<file path="src/rtl/aer_event_receiver.sv">
// ============================================================================
// aer_event_receiver: AER Req/Ack responder with per-channel saturating
// counters; define AER_TIMEOUT_EN for the Ack timeout / err path. Rev 1.0
// ============================================================================
`default_nettype none

module aer_event_receiver #(
  parameter int NUM_CH      = 2,
  parameter int CH_W        = 1,
  parameter int CNT_W       = 8,
  parameter int SYNC_STAGES = 2,
  parameter int TIMEOUT     = 255
) (
  input  logic             clk,
  input  logic             rst_n,
  input  logic             i_req_in,
  input  logic [CH_W-1:0]  i_addr_ch,
  input  logic             i_addr_up,
  output logic             o_ack_out,
  output logic             o_ev_valid,
  output logic [CH_W-1:0]  o_ev_ch,
  output logic             o_ev_up,
  input  logic             i_ev_ready,
  input  logic [CH_W-1:0]  i_cnt_sel,
  output logic [CNT_W-1:0] o_cnt_val,
  input  logic             i_cnt_clr,
  output logic             o_err
);

`ifdef AER_TIMEOUT_EN
  typedef enum logic [2:0] {
    S_IDLE, S_CAPTURE, S_OFFER, S_ACK, S_RECOVER
  } state_t;
`else
  typedef enum logic [2:0] {
    S_IDLE, S_CAPTURE, S_OFFER, S_ACK
  } state_t;
`endif

  localparam logic signed [CNT_W-1:0] c_cnt_max = {1'b0, {(CNT_W-1){1'b1}}};
  localparam logic signed [CNT_W-1:0] c_cnt_min = {1'b1, {(CNT_W-1){1'b0}}};

  logic [SYNC_STAGES-1:0]  r_sync;
  logic                    w_req_s;
  state_t                  r_state;
  state_t                  w_state_nxt;
  logic                    w_accept;
  logic                    w_capture;
  logic                    r_ack;
  logic [CH_W-1:0]         r_ev_ch;
  logic                    r_ev_up;
  logic signed [CNT_W-1:0] r_cnt [NUM_CH];
  logic [CNT_W-1:0]        w_cnt_val;

`ifdef AER_TIMEOUT_EN
  localparam int TO_W = (TIMEOUT < 2) ? 1 : $clog2(TIMEOUT);
  logic [TO_W-1:0] r_to_cnt;
  logic            r_err;
  logic            w_to_hit;
`endif

  always_ff @(posedge clk or negedge rst_n) begin
    if (!rst_n) r_sync <= '0;
    else        r_sync <= {r_sync[SYNC_STAGES-2:0], i_req_in};
  end
  assign w_req_s = r_sync[SYNC_STAGES-1];

  always_comb begin
    w_state_nxt = r_state;
    w_accept    = 1'b0;
    w_capture   = 1'b0;
`ifdef AER_TIMEOUT_EN
    w_to_hit    = 1'b0;
`endif
    case (r_state)
      S_IDLE: if (w_req_s) w_state_nxt = S_CAPTURE;
      S_CAPTURE: begin
        w_capture   = 1'b1;
        // Out-of-range channels are acknowledged without being offered.
        w_state_nxt = (int'(i_addr_ch) < NUM_CH) ? S_OFFER : S_ACK;
      end
      S_OFFER: begin
        if (i_ev_ready) begin
          w_accept    = 1'b1;
          w_state_nxt = S_ACK;
        end
      end
      S_ACK: begin
        if (!w_req_s) begin
          w_state_nxt = S_IDLE;
        end
`ifdef AER_TIMEOUT_EN
        else if (r_to_cnt == TO_W'(TIMEOUT - 1)) begin
          w_to_hit    = 1'b1;
          w_state_nxt = S_RECOVER;
        end
      end
      S_RECOVER: begin
        if (!w_req_s) w_state_nxt = S_IDLE;
`endif
      end
      default: w_state_nxt = S_IDLE;
    endcase
  end

  always_ff @(posedge clk or negedge rst_n) begin
    if (!rst_n) begin
      r_state <= S_IDLE;
      r_ack   <= 1'b0;
      r_ev_ch <= '0;
      r_ev_up <= 1'b0;
    end else begin
      r_state <= w_state_nxt;
      r_ack   <= (w_state_nxt == S_ACK);
      if (w_capture) begin
        r_ev_ch <= i_addr_ch;
        r_ev_up <= i_addr_up;
      end
    end
  end

  // A clear on the channel being updated in the same cycle takes priority.
  always_ff @(posedge clk or negedge rst_n) begin
    if (!rst_n) begin
      for (int c = 0; c < NUM_CH; c++) r_cnt[c] <= '0;
    end else begin
      for (int c = 0; c < NUM_CH; c++) begin
        if (i_cnt_clr && (int'(i_cnt_sel) == c)) begin
          r_cnt[c] <= '0;
        end else if (w_accept && (int'(r_ev_ch) == c)) begin
          if (r_ev_up && (r_cnt[c] != c_cnt_max))       r_cnt[c] <= r_cnt[c] + 1'b1;
          else if (!r_ev_up && (r_cnt[c] != c_cnt_min)) r_cnt[c] <= r_cnt[c] - 1'b1;
        end
      end
    end
  end

  always_comb begin
    w_cnt_val = '0;
    for (int c = 0; c < NUM_CH; c++) begin
      if (int'(i_cnt_sel) == c) w_cnt_val = r_cnt[c];
    end
  end

`ifdef AER_TIMEOUT_EN
  always_ff @(posedge clk or negedge rst_n) begin
    if (!rst_n) begin
      r_to_cnt <= '0;
      r_err    <= 1'b0;
    end else begin
      if ((r_state == S_ACK) && w_req_s && !w_to_hit) r_to_cnt <= r_to_cnt + 1'b1;
      else                                            r_to_cnt <= '0;
      if (w_to_hit) r_err <= 1'b1;
    end
  end
  assign o_err = r_err;
`else
  logic w_unused_timeout;
  assign w_unused_timeout = (TIMEOUT != 0);
  assign o_err = 1'b0;
`endif

  assign o_ack_out  = r_ack;
  assign o_ev_valid = (r_state == S_OFFER);
  assign o_ev_ch    = r_ev_ch;
  assign o_ev_up    = r_ev_up;
  assign o_cnt_val  = w_cnt_val;

endmodule

`default_nettype wire
</file>
<file path="config.mk">
export PLATFORM = sky130hd
export DESIGN_NAME = aer_event_receiver
export DESIGN_NICKNAME = d
export VERILOG_FILES = /design/src/rtl/aer_event_receiver.sv
export SDC_FILE = /design/constraint.sdc
export NUM_CORES = 1
export LEC_CHECK = 0
export BUFFER_PORTS_ARGS = -buffer_cell sky130_fd_sc_hd__buf_2
export CAP_MARGIN = 15
export CELL_PAD_IN_SITES_DETAIL_PLACEMENT = 0
export CELL_PAD_IN_SITES_GLOBAL_PLACEMENT = 2
export CORE_MARGIN = 2
export CORE_UTILIZATION = 30
export CTS_CLUSTER_DIAMETER = 80
export DETAILED_ROUTE_END_ITERATION = 16
export GPL_TIMING_DRIVEN = 0
export PLACE_DENSITY = 0.69
export SYNTH_ARGS = -nofsm -noshare
export SYNTH_HDL_FRONTEND = slang
export SYNTH_SLANG_ARGS = --single-unit
export TNS_END_PERCENT = 50
</file>
<file path="constraint.sdc">
create_clock -name clk -period 2.98 [get_ports clk]
set_input_delay 0 -clock clk [delete_from_list [all_inputs] [get_ports clk]]
set_output_delay 0 -clock clk [all_outputs]
set_load 0.01 [all_outputs]
</file>
# Yosys cells after proc, flatten, opt, wreduce, memory -nomap -nowiden
# Cells that the tools add are included.
[op_classes]
n_reduce_logical = 16
n_addsub = 4
n_shift = 0
magnitude_cmp = 0
muxes = 16
n_eq_ne = 8
n_div = 0
mul = 0
bitwise = 2
[ops]
columns = ["operator", "count"]
rows = [
  ["8-bit 2-to-1 mux", 9],
  ["8-bit != test, second input constant", 4],
  ["8-bit by 1-bit adder with 8-bit output, second input constant", 2],
  ["8-bit by 1-bit subtractor with 8-bit output, second input constant", 2],
  ["3-bit one-hot mux with 4 select lines", 1],
  ["3-bit by 2-bit equality test with 1-bit output, second input constant", 3],
  ["3-bit 2-to-1 mux", 3],
  ["1-bit logical AND", 8],
  ["3-bit nonzero test", 2],
  ["2-bit AND reduction", 2],
  ["2-bit nonzero test", 2],
  ["3-bit by 1-bit equality test with 1-bit output, second input constant", 1],
  ["3-bit logical NOT", 1],
  ["1-bit 2-to-1 mux", 3],
  ["1-bit inverter", 2],
  ["1-bit logical NOT", 1],
]
[totals]
inputBits = 8
rom_bits = 0
ram_bits = 0
latch_bits = 0
register_bits = 24
out_inout_bits = 13
word_cells = 53
mem_count = 0

# Logic depth before layout (Yosys ltp)
[depth]
word_depth = 6
depth_mapped = 9
ltp_nobuf = 9

# Worst setup path after synthesis
# OpenSTA, ideal clock, no wires.
[synth_timing]
kind = "reg2reg"
startpoint = "reg r_cnt[7] (netlist name)"
endpoint = "reg r_cnt[7] (netlist name)"
setup_ns = 0.128
synth_period_minus_slack_ns = 2.369
slack_ns = 0.611
n_path_buf = 0
required_time_ns = 2.852
stages_incl_launch_ff = 10
t_arrival_ns = 2.241
path_cell_list = "dfrtp_1 > nand4b_1 > o21a_2 > inv_1 > ha_1 > a21oi_1 > a211oi_2 > o21a_1 > o211ai_1 > mux2_1"
[synth_via]
elab_chain_len = 5
word_cells_on_any_way = 12
classes_between = "add/sub (2); eq/ne (2); mux (4); reduce/logical (4)"
[synth_lines]
columns = ["item", "line_no", "text"]
rows = [
  ["from (decl)", "52", "logic signed [CNT_W-1:0] r_cnt [NUM_CH];"],
  ["from (signal, indexed assignment)", "129", "r_cnt[c] <= '0;"],
  ["8-bit by 1-bit subtractor with 8-bit output or 8-bit != test (tied branches)", "132, 131", ""],
  ["8-bit 2-to-1 mux or 1-bit logical AND (tied branches)", "132, 131", ""],
  ["8-bit 2-to-1 mux", "131", "if (r_ev_up && (r_cnt[c] != c_cnt_max)) r_cnt[c] <= r_cnt[c] + 1'b1;"],
  ["8-bit 2-to-1 mux", "130", "end else if (w_accept && (int'(r_ev_ch) == c)) begin"],
  ["8-bit 2-to-1 mux", "128", "if (i_cnt_clr && (int'(i_cnt_sel) == c)) begin"],
]
# Several ways; a longest one is shown, not always the timed one. The select of a mux whose other input is x is not followed.
# A chain may end at the register's enable or synchronous reset.

# Final worst setup path
# Ends and elaborated chain as after synthesis.

==> reports/results.txt <==
In the synthesized netlist, the number of instances is 194. Across all register-to-register paths, the minimum setup slack is 0.28 ns. Setup total negative slack on the finished layout was measured at 0 ns.

For the maximum vdd drop, the log shows 0.212 mV. The number of storage elements in the synthesis netlist was 24; the transition time at the pin with the least slew margin was 0.584 ns. The floorplan step set the die width to 81.7 um. Static timing analysis puts the maximum clock frequency at 370 MHz. The final-layout worst hold slack was 0.0162 ns; the power per cell area was 537 mW/mm^2. For the final count of negative-setup-slack endpoints, the log shows 0. Averaged over all synthesized cells, the footprint is 9.34 sq um. Critical-path maximum fanout: 6.

For the via count of the first global-routing pass, the log shows 1484. The clock-pin slew reported for the worst setup and hold paths after clock tree synthesis was 0.09 ns; the die extent in y was 81.7 um. Counting flops with a built-in enable in the synthesized netlist gives 0.

The number of H-tree levels was 1. The run gives 4150 um as the final wirelength. The total chip power was 1.14 mW. During I/O placement, the number of pins put on the boundary was 21.

For this run, the slowest stage of the critical path takes 0.42 ns. After synthesis, flip-flops and latches occupy 33.1% of the total area. Total of max-cap violations: 0. The repair_antennas step left the layout with diodes totalling 0. The routability congestion estimate is 0.727. The run gives 0.00668 sq mm as the die area.

Ranked by total cell area, the synthesized netlist is headed by sky130_fd_sc_hd__dfrtp_1 (33%), sky130_fd_sc_hd__ha_1 (8.3%), sky130_fd_sc_hd__mux2i_1 (6.1%), sky130_fd_sc_hd__mux2_2 (5.0%), sky130_fd_sc_hd__nand2_1 (3.9%). The worst hold path terminates at o_ack_out$_DFF_PN0_. The run gives 0 as the total overflow reported by the global router. The leading area contributor after synthesis was sky130_fd_sc_hd__dfrtp_1.

Path type of the worst setup path: reg -> reg. Setup repair after global routing left no endpoint under its margin. After detailed routing, the average wire length per cell comes to 14.0 um.

Timing startpoint of the critical path: r_cnt[7]$_DFFE_PN0P_. Counting cells, the worst reg-to-reg path comes to 9. Counting instances, the worst hold path has a depth of 3. CTS saw 24 sinks. Buffers placed on the I/O ports in this run total 19. No sink is reached through more buffers than the 2 on the longest clock path.

The max-slew violation count is 0. For this configuration, the core starts out at a cell density of 30.8%. STA classifies the critical path endpoint as a flip-flop. The logs give 0 for the residual antenna-violating net count after detailed routing and 4 for the first-pass iteration count of the detailed router.

The first global-routing pass estimated 7000 um of wire. The remaining max-slew budget at the tightest pin is 61.0%, and the number of vias after detailed routing is 1423. The tools report the worst reg2reg path endpoint as r_cnt[7]$_DFFE_PN0P_. The pin count of the biggest net entering global routing came out at 25.

The logs give 0 for the final count of hold timing violations and 3 for the number of clock buffers inserted by TritonCTS. The via density per instance works out to 4.79. CTS root buffer: sky130_fd_sc_hd__clkbuf_8.

The remaining design rule violation count is 0. The fraction of layout instances using a drive strength above 1 is 18.9%, and the total routing usage reported by global routing is 13.6%. Counting instances in the post-synthesis netlist gives the leading cell types as sky130_fd_sc_hd__dfrtp_1 (24), sky130_fd_sc_hd__nand2_1 (19), sky130_fd_sc_hd__nor2_1 (19), sky130_fd_sc_hd__a21oi_1 (14), sky130_fd_sc_hd__ha_1 (12). Summed over all cells, the static leakage comes to 0.991 nW. Detailed placement ended at an HPWL of 3070 um. Post-route clock period utilization: 90.6%. Data on the critical path is required at its endpoint by 3.14 ns. The floorplan has 28 rows. In this run, distinct cell masters in the synthesized netlist total 47. The slowest stage cell on the critical path is sky130_fd_sc_hd__dfrtp_1. In this run the most critical hold path is launched from i_ev_ready. The number of setup buffers added after CTS is 0. Measured on the finished design, the core utilization comes to 35.9%.

The signal on the critical path passes through nand4b_1, o21a_2, inv_1, ha_1, a21oi_1, a211oi_2, o21a_1, o211ai_1, mux2_1. The kind of path behind the tightest hold check is in -> reg. The tools report the post-synth design cell area as 0.00181 sq mm. The flow ran to the end, and the final reports show no timing, DRC or antenna violations. The tools report the initial antenna violation count as 0. The clock latency on the worst-skew pair is 0.27 ns. The most frequently used cell type in the post-synthesis netlist was sky130_fd_sc_hd__dfrtp_1. In this run the biggest area consumer among cell types represents 33.1% of the synthesized area. Data arrives at the worst endpoint at 2.86 ns. During synthesis, Yosys emitted a total of 0 warnings.

The run gives 38 as the initial detailed-routing violation count. The dominant synthesized flop cell was sky130_fd_sc_hd__dfrtp_1. The growth of design area from synthesis to finish works out to 16.8%.

The worst register-to-register path begins at r_cnt[7]$_DFFE_PN0P_. The core region is 0.00589 sq mm. For this run, the post-layout net count is 245. The startpoint kind of the worst setup timing path was a flip-flop.

The run gives 0.00564 ns as the worst clock skew on the final layout. The post-layout minimum cycle time is 2.70 ns, and the share of synthesized registers carrying an async set or reset is 100%. TritonCTS built the clock tree.
-- cell type report --
type                       count  area, sq um
tap                           75         93.8
clock inverter                 1         30.0
timing repair buffer          23          135
sequential                    24          601
clock buffer                   3         41.3
buffer                         5         30.0
fill                         628         3770
multi-input combinational    159         1160
inverter                       7         26.3
-- power breakdown --
part / leakage [nW] / internal, mW / switching [mW]
clock network: 0.0357 / 0.180 / 0.116
registers: 0.321 / 0.353 / 0.0439
logic: 0.635 / 0.196 / 0.248
-- critical path, delay by kind of cell, from the launching register on --
family,cells,cell delay (ns)
AOI/OAI and AO/OA,5,1.09
DFF,1,0.42
muxes,1,0.35
adders and majority gates,1,0.32
and+or+nand+nor,1,0.21
buffers and inverters,1,0.20
-- cells in the final DEF, fill, tap and decap left out, drive strengths merged, types with 2 or more instances in the layout --
| cell | count |
|---|---|
| nand4 | 2 |
| o21ai | 8 |
| o31a | 2 |
| inv | 7 |
| a21o | 5 |
| xnor2 | 5 |
| dlygate4sd3 | 4 |
| nor2 | 19 |
| nor4 | 2 |
| dfrtp | 24 |
| or2 | 2 |
| mux2i | 11 |
| o211ai | 3 |
| nand3 | 4 |
| a211oi | 2 |
| nor3b | 3 |
| nand2 | 19 |
| o21a | 6 |
| nor4b | 2 |
| xor2 | 2 |
| fa | 2 |
| nand4b | 2 |
| buf | 22 |
| a21oi | 15 |
| nor3 | 3 |
| ha | 12 |
| mux2 | 9 |
| nor2b | 5 |
| conb | 2 |
| clkbuf | 5 |
| nand2b | 5 |
-- worst max-delay path by stage --
stage	to	slack, ns	depth (start not counted)
floorplan	r_cnt[7]$_DFFE_PN0P_	0.61	9
global placement	r_cnt[7]$_DFFE_PN0P_	0.30	9
detailed placement	r_cnt[7]$_DFFE_PN0P_	0.33	9
CTS	r_cnt[7]$_DFFE_PN0P_	0.30	9
global route	r_cnt[7]$_DFFE_PN0P_	0.17	9
finish	r_cnt[7]$_DFFE_PN0P_	0.28	9
-- per-stage QoR --
step                      setup slack (ns)  cells  cell area (sq um)
after floorplan                      0.611    195               1820
after global placement               0.300    289               2000
after detailed placement             0.330    289               2000
after CTS                            0.299    297               2120
after global routing                 0.174    297               2120
final                                0.281    297               2120
-- registers in the layout, indices dropped and copies added (netlist names) --
signal / count
o_ev_ch: 1
r_cnt: 16
o_ack_out: 1
r_sync: 2
r_state: 3
o_ev_up: 1
-- cells by family (layout without fill, tap and decap cells) --
group | Yosys count | after routing | share of synthesized area [%]
simple gates | 71 | 71 | 20.4
flops | 24 | 24 | 33.1
compound gates | 45 | 45 | 17.6
xor+xnor | 7 | 7 | 3.38
fa+ha+maj | 14 | 14 | 10.5
other cells | 1 | 2 | 0.207
buf+inv | 12 | 39 | 3.11
mux | 20 | 20 | 11.7
-- layer usage --
metal | wire (um) | vias up | GRT usage (%)
li1 | - | 748 | -
met1 | 2300 | 641 | 19.6
met2 | 1630 | 32 | 21.0
met3 | 208 | 2 | 3.52
met4 | 13 | 0 | 1.50
met5 | 0 | - | 0
-- what timing repair did --
item / 4_1_cts / 5_1_grt
hold buffers: 4 / 0
hold endpoints to repair: 27 / 0
gates resized for setup: 0 / 0
Power figures use the tool's default switching activity.
